## config.mk

```make
export PLATFORM = sky130hd
export DESIGN_NAME = ddr3_app_cmd_ctrl
export DESIGN_NICKNAME = d
export VERILOG_FILES = /design/src/rtl/ddr3_ctrl_pkg.sv /design/src/rtl/ddr3_rd_tracker.sv /design/src/rtl/ddr3_app_cmd_ctrl.sv
export SDC_FILE = /design/constraint.sdc
export NUM_CORES = 1
export LEC_CHECK = 0
export CORE_AREA = 2 2 139 141
export DETAILED_ROUTE_END_ITERATION = 10
export DIE_AREA = 0 0 141 143
export PLACE_DENSITY_LB_ADDON = 0.1
export SYNTH_ARGS = -nofsm -noshare
export SYNTH_HDL_FRONTEND = slang
export SYNTH_SLANG_ARGS = --single-unit
```

## constraint.sdc

```tcl
create_clock -name clk -period 3.5 [get_ports clk]
set_input_delay 0.7 -clock clk [delete_from_list [all_inputs] [get_ports clk]]
set_output_delay 0.7 -clock clk [all_outputs]
set_load 0.05 [all_outputs]
```

## src/rtl/ddr3_ctrl_pkg.sv

```systemverilog
// Shared constants for the DDR3 app-port command sequencer: app command codes,
// FSM state encoding, grant encoding and burst-mode helpers.
package ddr3_ctrl_pkg;

  localparam logic [2:0] CMD_WRITE = 3'b000;
  localparam logic [2:0] CMD_READ  = 3'b001;

  typedef logic [1:0] state_t;
  localparam state_t ST_IDLE = 2'd0;
  localparam state_t ST_WR   = 2'd1;
  localparam state_t ST_RD   = 2'd2;

  localparam logic GRANT_RD = 1'b0;
  localparam logic GRANT_WR = 1'b1;

  // BURST_MODE is the ASCII character "4" or "8".
  function automatic int burst_beats(input logic [7:0] mode);
    return (mode == "8") ? 2 : 1;
  endfunction

  function automatic int burst_addr_shift(input logic [7:0] mode);
    return (mode == "8") ? 3 : 2;
  endfunction

endpackage

```

## src/rtl/ddr3_rd_tracker.sv

```systemverilog
// Outstanding-read counter (saturating, underflow-guarded) and registered read-return path.
// With DDR3_CTRL_STATS_EN defined, also reports a sticky return-underflow flag.
module ddr3_rd_tracker
  import ddr3_ctrl_pkg::*;
#(
  parameter int APP_DATA_WIDTH = 64,
  parameter int MAX_RD_OUT     = 8
) (
  input  logic                      clk,
  input  logic                      rst,
  input  logic                      rd_cmd_accept,
  input  logic [APP_DATA_WIDTH-1:0] app_rd_data,
  input  logic                      app_rd_data_valid,
  input  logic                      app_rd_data_end,
  output logic [APP_DATA_WIDTH-1:0] rd_data,
  output logic                      rd_data_valid,
  output logic                      rd_data_last,
`ifdef DDR3_CTRL_STATS_EN
  output logic                      rd_underflow,
`endif
  output logic [7:0]                rd_outstanding
);

  localparam logic [7:0] MAX_CNT = 8'(MAX_RD_OUT);

  logic                      ret_last;
  logic [7:0]                cnt_reg;
  logic [7:0]                cnt_next;
  logic [APP_DATA_WIDTH-1:0] data_reg;
  logic                      valid_reg;
  logic                      last_reg;

  assign ret_last = app_rd_data_valid && app_rd_data_end;

  // A return with nothing outstanding is spurious: it never cancels a new accept.
  always_comb begin
    cnt_next = cnt_reg;
    case ({rd_cmd_accept, ret_last})
      2'b10:   if (cnt_reg < MAX_CNT) cnt_next = cnt_reg + 8'd1;
      2'b01:   if (cnt_reg != 8'd0) cnt_next = cnt_reg - 8'd1;
      2'b11:   if (cnt_reg == 8'd0) cnt_next = 8'd1;
      default: cnt_next = cnt_reg;
    endcase
  end

  always_ff @(posedge clk) begin
    if (rst) begin
      cnt_reg   <= 8'd0;
      data_reg  <= '0;
      valid_reg <= 1'b0;
      last_reg  <= 1'b0;
    end else begin
      cnt_reg   <= cnt_next;
      data_reg  <= app_rd_data;
      valid_reg <= app_rd_data_valid;
      last_reg  <= ret_last;
    end
  end

  assign rd_outstanding = cnt_reg;
  assign rd_data        = data_reg;
  assign rd_data_valid  = valid_reg;
  assign rd_data_last   = last_reg;

`ifdef DDR3_CTRL_STATS_EN
  logic underflow_reg;

  always_ff @(posedge clk) begin
    if (rst) begin
      underflow_reg <= 1'b0;
    end else if (ret_last && cnt_reg == 8'd0) begin
      underflow_reg <= 1'b1;
    end
  end

  assign rd_underflow = underflow_reg;
`endif

endmodule

```

## src/rtl/ddr3_app_cmd_ctrl.sv

```systemverilog
// Round-robin write/read request sequencer onto a MIG-style DDR3 app port (BL4/BL8).
// Optional command counters and read-underflow flag under DDR3_CTRL_STATS_EN.
module ddr3_app_cmd_ctrl
  import ddr3_ctrl_pkg::*;
#(
  parameter int         ADDR_WIDTH     = 28,
  parameter int         USER_ADDR_W    = 16,
  parameter int         APP_DATA_WIDTH = 64,
  parameter int         APP_MASK_WIDTH = 8,
  parameter logic [7:0] BURST_MODE     = "4",
  parameter int         MAX_RD_OUT     = 8
) (
  input  logic                                              clk,
  input  logic                                              rst,
  input  logic                                              init_calib_complete,
  input  logic                                              wr_req_valid,
  output logic                                              wr_req_ready,
  input  logic [USER_ADDR_W-1:0]                            wr_req_addr,
  input  logic [APP_DATA_WIDTH*burst_beats(BURST_MODE)-1:0] wr_req_data,
  input  logic [APP_MASK_WIDTH*burst_beats(BURST_MODE)-1:0] wr_req_mask,
  input  logic                                              rd_req_valid,
  output logic                                              rd_req_ready,
  input  logic [USER_ADDR_W-1:0]                            rd_req_addr,
  output logic                                              app_en,
  output logic [2:0]                                        app_cmd,
  output logic [ADDR_WIDTH-1:0]                             app_addr,
  output logic [APP_DATA_WIDTH-1:0]                         app_wdf_data,
  output logic                                              app_wdf_wren,
  output logic                                              app_wdf_end,
  output logic [APP_MASK_WIDTH-1:0]                         app_wdf_mask,
  output logic                                              app_burst,
  input  logic                                              app_rdy,
  input  logic                                              app_wdf_rdy,
  input  logic [APP_DATA_WIDTH-1:0]                         app_rd_data,
  input  logic                                              app_rd_data_valid,
  input  logic                                              app_rd_data_end,
  output logic [APP_DATA_WIDTH-1:0]                         rd_data,
  output logic                                              rd_data_valid,
  output logic                                              rd_data_last,
  output logic [7:0]                                        rd_outstanding,
`ifdef DDR3_CTRL_STATS_EN
  output logic [31:0]                                       wr_cmd_cnt,
  output logic [31:0]                                       rd_cmd_cnt,
  output logic                                              rd_underflow,
`endif
  output logic                                              busy
);

  localparam int   BEATS      = burst_beats(BURST_MODE);
  localparam int   ADDR_SHIFT = burst_addr_shift(BURST_MODE);
  localparam int   DATA_W     = APP_DATA_WIDTH * BEATS;
  localparam int   MASK_W     = APP_MASK_WIDTH * BEATS;
  localparam logic LAST_BEAT  = 1'(BEATS - 1);

  state_t              state_reg;
  logic                last_grant_reg;
  logic [2:0]          cmd_reg;
  logic [ADDR_WIDTH-1:0] addr_reg;
  logic [DATA_W-1:0]   data_reg;
  logic [MASK_W-1:0]   mask_reg;
  logic                cmd_done_reg;
  logic                data_done_reg;
  logic                beat_idx_reg;

  logic                idle;
  logic                wr_elig;
  logic                rd_elig;
  logic                wr_grant;
  logic                rd_grant;
  logic                cmd_accept;
  logic                wdf_fire;
  logic                cmd_done_now;
  logic                data_done_now;
  logic [ADDR_WIDTH-1:0] wr_app_addr;
  logic [ADDR_WIDTH-1:0] rd_app_addr;

  logic [APP_DATA_WIDTH-1:0] beat_data [BEATS];
  logic [APP_MASK_WIDTH-1:0] beat_mask [BEATS];

  // Ready is gated by rst so nothing is granted while reset is held.
  assign idle     = (state_reg == ST_IDLE) && !rst;
  assign wr_elig  = init_calib_complete && wr_req_valid;
  assign rd_elig  = init_calib_complete && rd_req_valid && (rd_outstanding < 8'(MAX_RD_OUT));
  assign wr_grant = wr_elig && (!rd_elig || last_grant_reg == GRANT_RD);
  assign rd_grant = rd_elig && (!wr_elig || last_grant_reg == GRANT_WR);

  assign wr_req_ready = idle && wr_grant;
  assign rd_req_ready = idle && rd_grant;

  assign wr_app_addr = ADDR_WIDTH'({wr_req_addr, {ADDR_SHIFT{1'b0}}});
  assign rd_app_addr = ADDR_WIDTH'({rd_req_addr, {ADDR_SHIFT{1'b0}}});

  assign app_en       = (state_reg == ST_RD) || (state_reg == ST_WR && !cmd_done_reg);
  assign app_cmd      = cmd_reg;
  assign app_addr     = addr_reg;
  assign app_burst    = 1'b0;
  assign app_wdf_wren = (state_reg == ST_WR) && !data_done_reg;
  assign app_wdf_end  = app_wdf_wren && (beat_idx_reg == LAST_BEAT);

  for (genvar gi = 0; gi < BEATS; gi++) begin : g_beat
    assign beat_data[gi] = data_reg[gi*APP_DATA_WIDTH +: APP_DATA_WIDTH];
    assign beat_mask[gi] = mask_reg[gi*APP_MASK_WIDTH +: APP_MASK_WIDTH];
  end

  if (BEATS == 1) begin : g_bl4
    assign app_wdf_data = beat_data[0];
    assign app_wdf_mask = beat_mask[0];
  end else begin : g_bl8
    assign app_wdf_data = beat_data[beat_idx_reg];
    assign app_wdf_mask = beat_mask[beat_idx_reg];
  end

  // Command and data channels progress independently; WR ends when both are done.
  assign cmd_accept    = app_en && app_rdy;
  assign wdf_fire      = app_wdf_wren && app_wdf_rdy;
  assign cmd_done_now  = cmd_done_reg || cmd_accept;
  assign data_done_now = data_done_reg || (wdf_fire && app_wdf_end);

  always_ff @(posedge clk) begin
    if (rst) begin
      state_reg      <= ST_IDLE;
      last_grant_reg <= GRANT_RD;
      cmd_reg        <= 3'b000;
      addr_reg       <= '0;
      data_reg       <= '0;
      mask_reg       <= '0;
      cmd_done_reg   <= 1'b0;
      data_done_reg  <= 1'b0;
      beat_idx_reg   <= 1'b0;
    end else begin
      case (state_reg)
        ST_IDLE: begin
          cmd_done_reg  <= 1'b0;
          data_done_reg <= 1'b0;
          beat_idx_reg  <= 1'b0;
          if (wr_req_ready) begin
            state_reg      <= ST_WR;
            last_grant_reg <= GRANT_WR;
            cmd_reg        <= CMD_WRITE;
            addr_reg       <= wr_app_addr;
            data_reg       <= wr_req_data;
            mask_reg       <= wr_req_mask;
          end else if (rd_req_ready) begin
            state_reg      <= ST_RD;
            last_grant_reg <= GRANT_RD;
            cmd_reg        <= CMD_READ;
            addr_reg       <= rd_app_addr;
          end
        end
        ST_WR: begin
          cmd_done_reg <= cmd_done_now;
          if (wdf_fire) begin
            if (app_wdf_end) begin
              data_done_reg <= 1'b1;
            end else begin
              beat_idx_reg <= beat_idx_reg + 1'b1;
            end
          end
          if (cmd_done_now && data_done_now) begin
            state_reg <= ST_IDLE;
          end
        end
        ST_RD: begin
          if (app_rdy) begin
            state_reg <= ST_IDLE;
          end
        end
        default: state_reg <= ST_IDLE;
      endcase
    end
  end

  assign busy = (state_reg != ST_IDLE);

  ddr3_rd_tracker #(
    .APP_DATA_WIDTH (APP_DATA_WIDTH),
    .MAX_RD_OUT     (MAX_RD_OUT)
  ) u_rd_tracker (
    .clk               (clk),
    .rst               (rst),
    .rd_cmd_accept     (cmd_accept && cmd_reg == CMD_READ),
    .app_rd_data       (app_rd_data),
    .app_rd_data_valid (app_rd_data_valid),
    .app_rd_data_end   (app_rd_data_end),
    .rd_data           (rd_data),
    .rd_data_valid     (rd_data_valid),
    .rd_data_last      (rd_data_last),
`ifdef DDR3_CTRL_STATS_EN
    .rd_underflow      (rd_underflow),
`endif
    .rd_outstanding    (rd_outstanding)
  );

`ifdef DDR3_CTRL_STATS_EN
  logic [31:0] wr_cmd_cnt_reg;
  logic [31:0] rd_cmd_cnt_reg;

  always_ff @(posedge clk) begin
    if (rst) begin
      wr_cmd_cnt_reg <= 32'd0;
      rd_cmd_cnt_reg <= 32'd0;
    end else if (cmd_accept) begin
      if (cmd_reg == CMD_WRITE) wr_cmd_cnt_reg <= wr_cmd_cnt_reg + 32'd1;
      else                      rd_cmd_cnt_reg <= rd_cmd_cnt_reg + 32'd1;
    end
  end

  assign wr_cmd_cnt = wr_cmd_cnt_reg;
  assign rd_cmd_cnt = rd_cmd_cnt_reg;
`endif

endmodule

```

; ---- Word level (Yosys, flattened, before mapping)
; Index checks and enable logic that the tools add are counted.
[word_totals]
regBits = 183
latch_bits = 0
ram_bits = 0
mem_bits_ro = 0
in_bits = 177
output_inout_bits = 184
word_cells = 96
mem_count = 0
[op_classes]
n_addsub = 3
n_mul = 0
n_div = 0
magnitude_cmp = 1
n_eq_ne = 15
n_shift = 0
n_mux = 22
n_bitwise = 2
reduce_logical = 40
[op_table]
columns = operator, count
row1 = 28-bit two-way mux, 2
row2 = 8-bit two-way mux, 3
row3 = 8-bit case mux with 3 select lines, 1
row4 = 1-bit logical AND, 17
row5 = "2-bit != test, second input constant", 5
row6 = 3-bit AND reduction, 3
row7 = "8-bit by 1-bit adder with 8-bit output, second input constant", 1
row8 = 8-bit zero test, 1
row9 = "8-bit by 4-bit < comparator with 1-bit output, second input constant", 1
row10 = 2-bit two-way mux, 4
row11 = 8-bit nonzero test, 1
row12 = "8-bit by 1-bit subtractor with 8-bit output, second input constant", 1
row13 = "2-bit == test, second input constant", 3
row14 = 1-bit two-way mux, 6
row15 = 3-bit two-way mux, 2
row16 = "2-bit by 1-bit != test with 1-bit output, second input constant", 3
row17 = 1-bit case mux with 2 select lines, 3
row18 = 2-bit case mux with 3 select lines, 1
row19 = 2-bit nonzero test, 3
row20 = 1-bit zero test, 5
row21 = 1-bit logical OR, 5
row22 = "2-bit by 1-bit == test with 1-bit output, second input constant", 2
row23 = 2-bit AND reduction, 2
row24 = 4-bit AND reduction, 1
row25 = other kinds (6), 7

; ---- Longest topological paths before layout
; Gate-level depths: netlist of the first run.
[depth]
word_depth = 8
depth_mapped = 12
ltp_nobuf = 10

; ---- Hierarchy
; A second synthesis of the first run with hierarchy kept.
[unflattened]
cells_unflattened = 685
area_unflattened_um2 = 6122.1
[by_module_without_submodules]
columns = module, n_inst, cells_per_inst, area_per_inst_um2, seq_area_each_um2
row1 = ddr3_app_cmd_ctrl, 1, 448, 3582.2, 1901.8
row2 = ddr3_rd_tracker, 1, 237, 2539.9, 1481.4

; ---- Worst setup path before layout of the first run
; No wires, ideal clock.
[synth_path]
path_type = register to output
startpoint = register state_reg[1]
endpoint = output app_wdf_end
t_arrival_ns = 2.505
slack_ns = 0.295
stages_incl_launch_ff = 4
path_buffers = 1
cell_sequence = dfxtp_1 buf_2 nor3b_1 nor2b_1
[synth_via]
elab_chain_cells = 3
[synth_rtl]
columns = element, line
row1 = from (decl), ddr3_app_cmd_ctrl.sv:55  ; state_t state_reg;
row2 = from (signal assigned), ddr3_app_cmd_ctrl.sv:121  ; state_reg <= ST_IDLE;
row3 = from (signal assigned), ddr3_app_cmd_ctrl.sv:137  ; state_reg <= ST_WR;
row4 = from (signal assigned), ddr3_app_cmd_ctrl.sv:144  ; state_reg <= ST_RD;
row5 = 2-bit by 1-bit == test with 1-bit output, ddr3_app_cmd_ctrl.sv:97  ; assign app_wdf_wren = (state_reg == ST_WR) && !data_done_reg;
row6 = 1-bit logical AND, ddr3_app_cmd_ctrl.sv:97
row7 = net app_wdf_wren, ddr3_app_cmd_ctrl.sv:28  ; output logic app_wdf_wren,
row8 = 1-bit logical AND, ddr3_app_cmd_ctrl.sv:98  ; assign app_wdf_end = app_wdf_wren && (beat_idx_reg == LAST_BEAT);
row9 = to (decl), ddr3_app_cmd_ctrl.sv:29  ; output logic app_wdf_end,
; The timed path passes the listed nets, and every way through them passes these cells.

; ---- Worst setup path after layout of the first run
[layout_path]
startpoint = register state_reg[0]
endpoint = output app_en
[layout_via]
elab_chain_cells = 3
elab_cells_between_ends = 4
cone_classes = 2 x eq/ne / 2 x reduce/logical
[layout_rtl]
columns = element, line
row1 = 2-bit by 1-bit == test with 1-bit output, ddr3_app_cmd_ctrl.sv:93  ; assign app_en = (state_reg == ST_RD) || (state_reg == ST_WR && !cmd_done_reg);
row2 = 1-bit logical AND, ddr3_app_cmd_ctrl.sv:93
row3 = 1-bit logical OR (*), ddr3_app_cmd_ctrl.sv:93
row4 = to (decl), ddr3_app_cmd_ctrl.sv:24  ; output logic app_en,
; Mark *: on every way between the ends. The rest lies on a longest branch, timed or not.

==> results_dict.tcl, run 1 <==
set metrics [dict create \
    status "complete, no violations" \
    start_util_pct 32.32 \
    layoutNonFillerInstCount 1244 \
    fin_crit_ns 2.916 \
    worstPathMaxFanout 7 \
    place_hpwl_um 14120 \
    grt_pass1_wl_um 29780 \
    finalMaxSlewViolations 0 \
    clk_path_buf_depth 2 \
    routabilityCongestion 0.8328 \
    cts.sinks 169 \
    ys_warn_count 0 \
    finalSetupViolCount 0 \
    hold_class "flip-flop to flip-flop" \
    final_core_util_pct 54.78 \
    grt_pass1_vias 5397 \
    required_ns 2.80 \
    worstPathArrival_ns 2.22 \
    area_growth_pct 69.48 \
    firstDrtPassIters 4 \
    vias 5633 \
    clk_pin_slew_ns 0.07 \
    design.die.area_sq_mm 0.02016 \
    seq_area_frac_synth_pct 56.33 \
    synth.avg_cell_area_sq_um 8.950 \
    grt_max_degree 167 \
    track_usage_pct 19.19 \
    die_h_um 143 \
    hold_violations 0 \
    worstSetupPathType "flip-flop to output port" \
    ir_drop_v 0.0003354 \
    fin_crit_sh_pct 83.32 \
    die_w_um 141 \
    drtIter0Drc 283 \
    grt_antenna_before_repair 0 \
    post_cts_resized 0 \
    power_density_mw_per_mm2 489.2 \
    postCtsSetupRepairBufs 0 \
    clk_latency_ns 0.43 \
    drc_errors 0 \
    worst_slew_pin_slew_ns 0.7622 \
    skew_ns 0.009200 \
    insertedDiodeCount 0 \
    syn_inst 671 \
    critPathCaptureType "output port" \
    root_buffer "clkbuf_16" \
    cts_hold_repair.buffers 0 \
    tns_ns 0 \
    grt.overflow.total 0 \
    port_buffers 345 \
    fp.coreArea_sq_mm 0.01858 \
    rsz0062_at_grt "no" \
    placed_cells 1212 \
    cts_buffers 17 \
    htreeDepth 4 \
    wirelength_um 19840 \
    num_rows 50 \
    layout-drive-gt1-share_pct 5.149 \
    syn_area_sq_mm 0.006006 \
    p_leak_nw 3.743 \
    ys_types 48 \
    final_antenna_net_count 0 \
    viasPerCell 4.528 \
    slew_headroom_pct 49.19 \
    startpoint_type "flip-flop" \
    io_pins 361 \
    fin_nets 1177 \
    drv_cap 0 \
    yosys_register_bits 169 \
    cts_tree "built" \
    routedWlPerCell_um 15.95 \
    fmax_mhz 342.9 \
]
[final timing paths]
kind | start | endpoint | slack (ns) | cells past startpoint
worst max-delay path | state_reg[0] | app_en | 0.58 | 3
worst min-delay path | app_wdf_data[61] | app_wdf_data[61] | 0.45 | 2
worst max register to register | state_reg[0] | u_rd_tracker.rd_outstanding[6] | 0.85 | 9
worst min register to register | app_wdf_data[61] | app_wdf_data[61] | 0.45 | 2
[synthesized netlist by cell type (all sizes together)]
library cell / instances / share of area [%]
ha: 3 / 0.63
a31oi: 3 / 0.31
xnor2: 1 / 0.15
dfxtp: 169 / 56
nor4: 2 / 0.21
nor2b: 66 / 6.9
a211oi: 3 / 0.37
o31ai: 1 / 0.13
and2: 1 / 0.10
nor4b: 1 / 0.15
o2bb2ai: 1 / 0.15
or4: 2 / 0.31
o211a: 1 / 0.17
buf: 37 / 4.1
nand2: 175 / 11
clkbuf: 21 / 1.3
or3b: 1 / 0.19
a2bb2oi: 1 / 0.25
a211o: 1 / 0.15
inv: 8 / 0.50
o2111a: 2 / 0.37
o211ai: 1 / 0.21
conb: 1 / 0.062
o221ai: 1 / 0.25
or3: 1 / 0.10
a22oi: 17 / 2.1
nand4b: 1 / 0.15
o31a: 1 / 0.15
a31o: 2 / 0.29
nor2: 18 / 1.2
mux2i: 3 / 0.50
nor3b: 2 / 0.25
o22ai: 2 / 0.21
nand2b: 3 / 0.31
mux2: 2 / 0.37
xor2: 2 / 0.29
o21ai: 9 / 0.75
a21oi: 98 / 8.4
nor3: 6 / 0.50
a41o: 1 / 0.17
[report_power, final]
| part | internal [mW] | switching, mW |
|---|---|---|
| combinational | 0.397 | 0.564 |
| sequential | 2.01 | 0.0428 |
| clock | 1.15 | 0.811 |
[placed cells by master, fill, tap and decap left out, types with 2 or more instances in the layout]
| master | instances |
|---|---|
| a211oi_1 | 3 |
| a21oi_1 | 97 |
| a22oi_1 | 17 |
| a31o_2 | 2 |
| a31oi_1 | 3 |
| buf_12 | 4 |
| buf_4 | 5 |
| bufinv_16 | 3 |
| clkbuf_1 | 2 |
| clkbuf_16 | 17 |
| clkdlybuf4s50_1 | 342 |
| clkinvlp_4 | 4 |
| conb_1 | 15 |
| dfxtp_1 | 169 |
| ha_1 | 3 |
| inv_1 | 7 |
| inv_6 | 4 |
| mux2_2 | 2 |
| mux2i_1 | 3 |
| nand2_1 | 174 |
| nand2b_1 | 3 |
| nor2_1 | 17 |
| nor2b_1 | 66 |
| nor3_1 | 6 |
| nor3b_1 | 2 |
| nor4_1 | 2 |
| o2111a_1 | 2 |
| o21ai_0 | 9 |
| o22ai_1 | 2 |
| xor2_1 | 2 |
[critical path: stages, from the launching register on]
cell and delay, ns:
dfxtp_1 0.43, or3b_4 0.45, nand2_1 0.08, clkdlybuf4s50_1 0.83
[metrics by stage]
| stage | power (mW) | area (sq um) | hold slack (ns) | setup WS, ns |
|---|---|---|---|---|
| floorplan | 2.646 | 6058 | 0.4497 | 0.2951 |
| global placement | 3.062 | 9568 | 0.4405 | 0.3787 |
| detailed placement | 3.064 | 9568 | 0.4455 | 0.3536 |
| CTS | 5.040 | 10180 | 0.4545 | 0.5787 |
| global route | 5.172 | 10180 | 0.4683 | 0.5029 |
| finish | 4.979 | 10180 | 0.4520 | 0.5837 |
[cell type report]
| class | count | area, sq um |
|---|---|---|
| Sequential cell | 169 | 3383 |
| Multi-Input combinational cell | 450 | 2321 |
| Clock inverter | 12 | 163.9 |
| Tap cell | 234 | 292.8 |
| Fill cell | 1715 | 8402 |
| Timing Repair Buffer | 351 | 3541 |
| Inverter | 8 | 30.03 |
| Clock buffer | 20 | 446.7 |
[per-layer routing]
layer | routed length, um | track usage, % | vias to the layer above
met3 | 1875 | 7.914 | 30
met4 | 409 | 7.000 | 0
met1 | 7927 | 21.59 | 2539
li1 | - | - | 2820
met5 | 0 | 0 | -
met2 | 9624 | 32.79 | 244
[logic make-up after synthesis]
logic type	count (synthesis)	synth area share (%)
AOI/OAI and AO/OA	145	14.40
xor gates and xnor gates	3	0.4376
adders and majority gates	3	0.6251
buffers and inverters	66	5.896
DFF	169	56.33
muxes	5	0.8750
other	1	0.06244
and+or+nand+nor	279	21.38
No activity file was read; power rests on OpenSTA's default activity.
==> inputs of run 2 (changes only) <==
- CORE_AREA: 2 2 139 141 -> 2 2 140 142
- DIE_AREA: 0 0 141 143 -> 0 0 142 144
- clock period: 3.5 -> 2.6 ns (I/O delays scaled with it)
==> results_dict.tcl, run 2 (synthesis results as in run 1) <==
set metrics [dict create \
    track_usage_pct 17.64 \
    io_pins 361 \
    die_w_um 142 \
    ff2ff_setup_slack_ns 0.20 \
    switching_power_mw 1.909 \
    start_util_pct 31.48 \
    finalMaxSlewViolations 0 \
    required_ns 2.08 \
    wirelength_um 18790 \
    hold_class "flip-flop to flip-flop" \
    p_leak_nw 3.827 \
    place_hpwl_um 13540 \
    drtIter0Drc 230 \
    pwr-share-seq_pct 43.1 \
    fin_hold_ws_ns 0.4519 \
    port_buffers 345 \
    r2r_cells 9 \
    clk_latency_ns 0.43 \
    cts_tree "built" \
    grt.overflow.total 0 \
    worstPathArrival_ns 2.00 \
    clk_pin_slew_ns 0.06 \
    routedWlPerCell_um 14.83 \
    holdPathStages 2 \
    area_growth_pct 71.38 \
    startpoint_type "flip-flop" \
    critPathCaptureType "output port" \
    cts_hold_repair.buffers 0 \
    p_comb_share_pct 20.5 \
    fin_crit_sh_pct 96.74 \
    layout-drive-gt1-share_pct 7.393 \
    hp-start "app_wdf_data[29]" \
    grt_pass1_vias 5194 \
    htreeDepth 4 \
    layoutNonFillerInstCount 1267 \
    cts_buffers 17 \
    final_antenna_net_count 0 \
    routabilityCongestion 0.8142 \
    final_common_cell "clkdlybuf4s50_1" \
    fmax_mhz 397.6 \
    hold_violations 0 \
    grt_pass1_wl_um 27810 \
    final_cell_mix "340 x clkdlybuf4s50_1, 174 x nand2_1, 169 x dfxtp_1, 97 x a21oi_1, 66 x nor2b_1" \
    clkPwrFrac_pct 36.4 \
    worstPathMaxFanout 8 \
    vias 5638 \
    tns_ns 0 \
    status "complete, no violations" \
    drc_errors 0 \
    fin_nets 1195 \
    rr_endpoint "u_rd_tracker.rd_outstanding[6]" \
    fp.coreArea_sq_mm 0.01908 \
    whs_endpoint "app_wdf_data[29]" \
    cts.sinks 169 \
    internal_power_mw 4.503 \
    worst_slew_pin_slew_ns 0.9047 \
    skew_ns 0.01879 \
    final_core_util_pct 53.94 \
    drv_cap 0 \
    firstDrtPassIters 4 \
    placed_cells 1234 \
    reg2reg_from "cmd_done_reg" \
    fin_crit_ns 2.515 \
    root_buffer "clkbuf_16" \
    ir_drop_v 0.0004337 \
    power_density_mw_per_mm2 623.0 \
    slew_headroom_pct 39.68 \
    num_rows 51 \
    finalSetupViolCount 0 \
    die_h_um 144 \
    design.die.area_sq_mm 0.02045 \
    grt_antenna_before_repair 1 \
    rsz0062_at_grt "no" \
    switching_share_pct 29.77 \
    viasPerCell 4.450 \
    grt_max_degree 167 \
    clk_path_buf_depth 2 \
    worstSetupPathType "flip-flop to output port" \
]
## run 2: changes by cell type in the layout (fill, tap and decap cells not counted), sizes merged
cell / change
buf: +20
bufinv: -3
clkbuf: -2
clkdlybuf4s50: -2
clkinv: +4
clkinvlp: -1
diode: +1
inv: +2
## run 2: worst max path at each step
stage                                         startpoint                              to  slack (ns)
final                                       state_reg[1]                    app_wdf_wren        0.08
after global routing                        state_reg[0]                    app_wdf_wren       0.004
after CTS                 u_rd_tracker.rd_outstanding[3]                    rd_req_ready        0.01
after detailed placement                         app_rdy  u_rd_tracker.rd_outstanding[6]       -0.20
after global placement                           app_rdy  u_rd_tracker.rd_outstanding[6]       -0.13
after floorplan                               app_cmd[0]  u_rd_tracker.rd_outstanding[6]       0.003
## run 2: area by class of cell
class                   instances  area [sq um]
fillers                      1794          8787
repair buffers                369          3709
flip-flops and latches        169          3383
multi-input cells             450          2330
clock buffers                  18         429.2
well taps                     238         297.8
clock inverters                14         111.4
inverters                       8         30.03
diodes                          1         2.502
## run 2: worst max-delay path: stages, from the launching register on
cell and delay (ns):
dfxtp_1 0.31, buf_4 0.16, nor3b_2 0.24, clkdlybuf4s50_1 0.87
## run 2: stage by stage
| stage | worst slack (ns) | power, mW | area, sq um |
|---|---|---|---|
| after floorplan | 0.002918 | 3.562 | 6063 |
| after global placement | -0.1297 | 4.142 | 9746 |
| after detailed placement | -0.1967 | 4.144 | 9746 |
| after CTS | 0.01211 | 6.518 | 10290 |
| after global routing | 0.003787 | 6.698 | 10290 |
| final | 0.08486 | 6.412 | 10290 |
## run 2: timing repair
item	in CTS	in global routing
setup buffers	0	0
setup endpoints to repair	0	2
resized for setup	0	2
## run 2: layer usage
metal | wire length [um] | vias up | GRT usage, %
met5 | 0 | - | 0
met4 | 387 | 0 | 7.158
met1 | 7816 | 2517 | 20.89
li1 | - | 2868 | -
met2 | 8844 | 230 | 28.32
met3 | 1745 | 23 | 7.450
## run 2: power groups by stage
stage | registers [mW] | logic (mW) | clock network (mW)
detailed placement | 2.82 | 1.32 | 0
floorplan | 3.21 | 0.351 | 0
global route | 2.77 | 1.39 | 2.54
global placement | 2.82 | 1.33 | 0
CTS | 2.76 | 1.33 | 2.43
finish | 2.76 | 1.32 | 2.33
